## config.mk

```make
export PLATFORM = sky130hd
export DESIGN_NAME = pwm_deadtime
export DESIGN_NICKNAME = d
export VERILOG_FILES = /design/src/rtl/pwm_deadtime.sv
export SDC_FILE = /design/constraint.sdc
export NUM_CORES = 1
export LEC_CHECK = 0
export CORE_UTILIZATION = 40
export DETAILED_ROUTE_END_ITERATION = 6
export MAX_ROUTING_LAYER = met4
export SLEW_MARGIN = 30
export SYNTH_ARGS = -nofsm -noshare
export SYNTH_HDL_FRONTEND = slang
export SYNTH_SLANG_ARGS = --single-unit
```

## constraint.sdc

```tcl
create_clock -name clock -period 2.2 [get_ports clock]
set_clock_uncertainty 0.2 [all_clocks]
set_input_delay 0.22 -clock clock [delete_from_list [all_inputs] [get_ports clock]]
set_output_delay 0.22 -clock clock [all_outputs]
set_load 0.01 [all_outputs]
```

## src/rtl/pwm_deadtime.sv

```systemverilog
// Complementary gate-drive stage: splits a PWM into high/low-side drives with a
// programmable both-off dead interval, plus enable and latched fault shutdown.
module pwm_deadtime #(
    parameter int unsigned DT_W = 8
) (
    input  logic            clock,
    input  logic            reset,
    input  logic            enable,
    input  logic            pwm_in,
    input  logic [DT_W-1:0] dead_time,
    input  logic            fault,
    input  logic            fault_clr,
    output logic            out_hi,
    output logic            out_lo,
    output logic            dead_active,
    output logic            fault_latched,
    output logic            pulse_drop
);

    typedef enum logic [2:0] {
        StOff,
        StDeadH,
        StHiOn,
        StDeadL,
        StLoOn
    } state_e;

    state_e          state_q, state_d;
    logic [DT_W-1:0] cnt_q, cnt_d;
    logic            fault_latched_q, fault_latched_d;
    logic            swallow;
    logic            out_hi_q, out_hi_d;
    logic            out_lo_q, out_lo_d;
    logic            dead_active_q, dead_active_d;
    logic            pulse_drop_q, pulse_drop_d;

    always_ff @(posedge clock or posedge reset) begin
        if (reset) begin
            state_q         <= StOff;
            cnt_q           <= '0;
            fault_latched_q <= 1'b0;
            out_hi_q        <= 1'b0;
            out_lo_q        <= 1'b0;
            dead_active_q   <= 1'b0;
            pulse_drop_q    <= 1'b0;
        end else begin
            state_q         <= state_d;
            cnt_q           <= cnt_d;
            fault_latched_q <= fault_latched_d;
            out_hi_q        <= out_hi_d;
            out_lo_q        <= out_lo_d;
            dead_active_q   <= dead_active_d;
            pulse_drop_q    <= pulse_drop_d;
        end
    end

    always_comb begin
        state_d = state_q;
        cnt_d   = cnt_q;
        swallow = 1'b0;

        // Set wins over clear when both are asserted.
        if (fault) begin
            fault_latched_d = 1'b1;
        end else if (fault_clr) begin
            fault_latched_d = 1'b0;
        end else begin
            fault_latched_d = fault_latched_q;
        end

        if (fault || !enable || fault_latched_q) begin
            state_d = StOff;
        end else begin
            unique case (state_q)
                StOff: begin
                    state_d = pwm_in ? StDeadH : StDeadL;
                    cnt_d   = dead_time;
                end
                StLoOn: begin
                    if (pwm_in) begin
                        state_d = StDeadH;
                        cnt_d   = dead_time;
                    end
                end
                StHiOn: begin
                    if (!pwm_in) begin
                        state_d = StDeadL;
                        cnt_d   = dead_time;
                    end
                end
                StDeadH: begin
                    // Low side is still off, so returning to it directly is safe.
                    if (!pwm_in) begin
                        state_d = StLoOn;
                        swallow = 1'b1;
                    end else if (cnt_q == '0) begin
                        state_d = StHiOn;
                    end else begin
                        cnt_d = cnt_q - DT_W'(1);
                    end
                end
                StDeadL: begin
                    if (pwm_in) begin
                        state_d = StHiOn;
                        swallow = 1'b1;
                    end else if (cnt_q == '0) begin
                        state_d = StLoOn;
                    end else begin
                        cnt_d = cnt_q - DT_W'(1);
                    end
                end
                default: state_d = StOff;
            endcase
        end
    end

    // Outputs decode the next state so they move on the same edge as the state.
    always_comb begin
        out_hi_d      = (state_d == StHiOn);
        out_lo_d      = (state_d == StLoOn);
        dead_active_d = (state_d == StDeadH) || (state_d == StDeadL);
        pulse_drop_d  = swallow;
    end

    assign out_hi        = out_hi_q;
    assign out_lo        = out_lo_q;
    assign dead_active   = dead_active_q;
    assign fault_latched = fault_latched_q;
    assign pulse_drop    = pulse_drop_q;

endmodule

```

==> out/qor.csv <==
metric;value;unit
post-synthesis instance total;101;
Slew Limit Fails;0;
IO Pins;19;
NetSw;0.240;mW
Global Route Usage Sum;19.2;%
input/output buffers;18;
leakage power;0.472;nW
met3 WL;92;um
syn nets;116;
DR iter-0 viols;13;
RSZ-0062 raised after global routing;false;
vias per std cell;5.68;
Slew headroom;58.5;%
share of cells above drive strength 1;12.6;%
first-pass GRT wire length;3.57;mm
Critical Path Sink Type;flop;
clk buf depth;2;
worst r2r src;fault_latched$_DFFE_PP0P_;
post-synthesis sequential area ratio;42.6;%
Layout Nets;135;
largest family of logic cells by synthesized area;compound AO/OA/AOI/OAI gates;
vias in the first global route;786;
Antenna Nets Post-Route;0;
Die W;50.5;um
DRC;0;
Yosys top cell by area;dfrtp_1;
run status;completed;
CTS Buf Count;3;
share of power burned in registers;50.5;%
Unique masters post-synth;34;
DRT Pass-1 Iters;4;
post-synth top area share;42.6;%
cell count of the worst reg-to-reg path;4;
Worst-Skew Late Latency;0.29;ns
power per cell area;653;nW/um^2
compound-cell area share of the yosys netlist;26.6;%
Startpoint Class;flop;
Slew @ Worst Pin;0.622;ns
clock root cell;clkbuf_4;
YS warnings;0;
Core ar.;2210;sq um
critical path arrival;2.01;ns
final hold vios;0;
mux cell area share after synthesis;1.07;%
Worst setup endpoint;cnt_q[1]$_DFFE_PP0P_;
Placed Cells;143;
Die Height;50.5;um
top cells by area, synth;dfrtp_1, a2bb2oi_1, a21oi_1;
hold_buf cts;0;
Syn Std Cell Area;940;sq um
Worst-path clk slew;0.10;ns
maximum VDD drop;363;uV
WP data required;2.22;ns
WP buf/inv;0;
Internal;0.529;mW
Slowest-stage cell, CP;dfrtp_1;
highest metal used;met4;
CP Class;flop to flop;
Final Cycle Share;90.4;%
async set-reset flop share out of synthesis;100;%
Final HPWL DP;1.43;mm
Reg2Reg Capture Point;cnt_q[1]$_DFFE_PP0P_;
Synth Area in Simple Gates;20.0;%
Crit path max-delay family;compound AO/OA/AOI/OAI gates;
total power;0.768;mW
Initial Util;42.5;%
final wirelength;2.06;mm
CTS tree;done;
Slowest Stage Delay on Critical Path;0.40;ns
gr ovfl total;0;
Comb power frac;23.8;%
Avg Cell Area, Syn;9.30;sq um
CP cell instances;or3b_1, a211o_1, a21oi_4, mux2i_1;
Worst Hold Class;input pin to asynchronous set/reset pin;
Most used DFF post-synth;dfrtp_1;
Non-Filler Instances;147;
setup bufs post-CTS;0;
Setup crit start;fault_latched$_DFFE_PP0P_;
Post-Synth Adder-Cell Area;1.33;%
via count;835;
Peak Freq;503;MHz
setup_tns;0;ns
Metal-1 WL;1.00;mm
Reg2Reg Setup Slack;0.21;ns
max_cap viols;0;
sw frac;31.2;%
post-layout min period;1.99;ns
met2 wire length;952;um
synthesized flop and latch total;16;
ant diodes;0;
routability cong.;0.828;
Post-synth EDFFs;0;
synth-to-layout area growth;25.3;%
initial antenna violation count;0;
htree depth;1;
Final Setup Violations;0;
clock sink count;16;
Clk pwr share;25.8;%
largest net degree at the start of global routing;25;
wire per inst;14.0;um
post-CTS sizing;0;
xor and xnor area share after synthesis;0.932;%
# rows;17;
Die ar.;2550;sq um
top fanout value on the critical path;9;
end-of-flow core utilization;53.2;%
cell depth of the worst setup path;4;
[worst min path at each step]
| stage | from | to | slack (ns) | cells past startpoint |
|---|---|---|---|---|
| CTS | reset | cnt_q[0]$_DFFE_PP0P_ | 0.13 | 2 |
| finish | reset | cnt_q[0]$_DFFE_PP0P_ | 0.1 | 2 |
| floorplan | reset | cnt_q[0]$_DFFE_PP0P_ | -0.07 | 1 |
| global placement | fault_latched$_DFFE_PP0P_ | fault_latched$_DFFE_PP0P_ | 0.30 | 1 |
| detailed placement | fault_latched$_DFFE_PP0P_ | fault_latched$_DFFE_PP0P_ | 0.30 | 1 |
| global route | reset | cnt_q[2]$_DFFE_PP0P_ | 0.15 | 2 |
[power groups by stage]
stage               combinational (mW)  clock [mW]  sequential [mW]
finish                           0.183       0.198            0.388
floorplan                        0.124           0            0.380
CTS                              0.185       0.206            0.388
detailed placement               0.183           0            0.392
global route                     0.203       0.218            0.394
global placement                 0.179           0            0.393
[cell usage in the layout (no fill, tap or decap), types with 3 or more instances in the layout]
| cell type | n |
|---|---|
| a211oi_1 | 6 |
| a21oi_1 | 9 |
| a2bb2oi_1 | 6 |
| buf_4 | 5 |
| clkbuf_4 | 3 |
| clkdlybuf4s50_1 | 18 |
| dfrtp_1 | 16 |
| inv_1 | 5 |
| nand2b_1 | 3 |
| nand3_1 | 4 |
| nand4_1 | 4 |
| nor2_1 | 8 |
| nor3_1 | 4 |
| o21ai_0 | 7 |
[flip-flops by register name (all words and copies together), names as in the netlist]
name           flops
cnt_q              8
dead_active        1
fault_latched      1
out_hi             1
out_lo             1
pulse_drop         1
state_q            3
[cells in the mapped netlist, drive strengths merged (2+ instances only)]
| master | n |
|---|---|
| nor4 | 2 |
| nand2b | 3 |
| a211oi | 7 |
| nor2 | 8 |
| dfrtp | 16 |
| nand4 | 4 |
| a2bb2oi | 6 |
| nor3 | 4 |
| inv | 5 |
| a21oi | 10 |
| buf | 4 |
| clkbuf | 5 |
| nand3 | 4 |
| o21ai | 7 |
[area by class of cell]
type / instances / area, sq um
tap: 28 / 35.0
inverter: 5 / 18.8
sequential: 16 / 400
clock buffer: 4 / 36.3
multi-input combinational: 71 / 469
fill: 213 / 1030
timing repair buffer: 23 / 218
[per-layer routing]
metal / vias up / track usage, %
met1: 401 / 22.1
met2: 17 / 33.6
met3: 2 / 5.76
met5: - / -
met4: 0 / 2.78
li1: 415 / -
[worst register-to-register path: cells and delay by family (launching register included)]
kind | cells | cell delay, ns
AO/OA/AOI/OAI | 2 | 0.73
flip-flops | 1 | 0.40
AND/OR/NAND/NOR | 1 | 0.37
multiplexers | 1 | 0.22
[stage by stage]
step	hold slack [ns]	instance area (sq um)	setup slack [ns]
after floorplan	-0.0663	940	0.282
after global placement	0.304	1140	-0.0193
after detailed placement	0.304	1140	-0.0854
after CTS	0.132	1180	0.196
after global routing	0.153	1180	0.112
final	0.0960	1180	0.211
[cell families (layout without fill, tap and decap cells)]
| group | count (synthesis) | in the layout |
|---|---|---|
| muxes | 1 | 1 |
| and+or+nand+nor | 33 | 33 |
| DFF | 16 | 16 |
| AOI/OAI and AO/OA | 35 | 35 |
| xor gates and xnor gates | 1 | 1 |
| buffers and inverters | 14 | 32 |
| adders and majority gates | 1 | 1 |
Note: power is estimated with default switching activity, not from simulation.
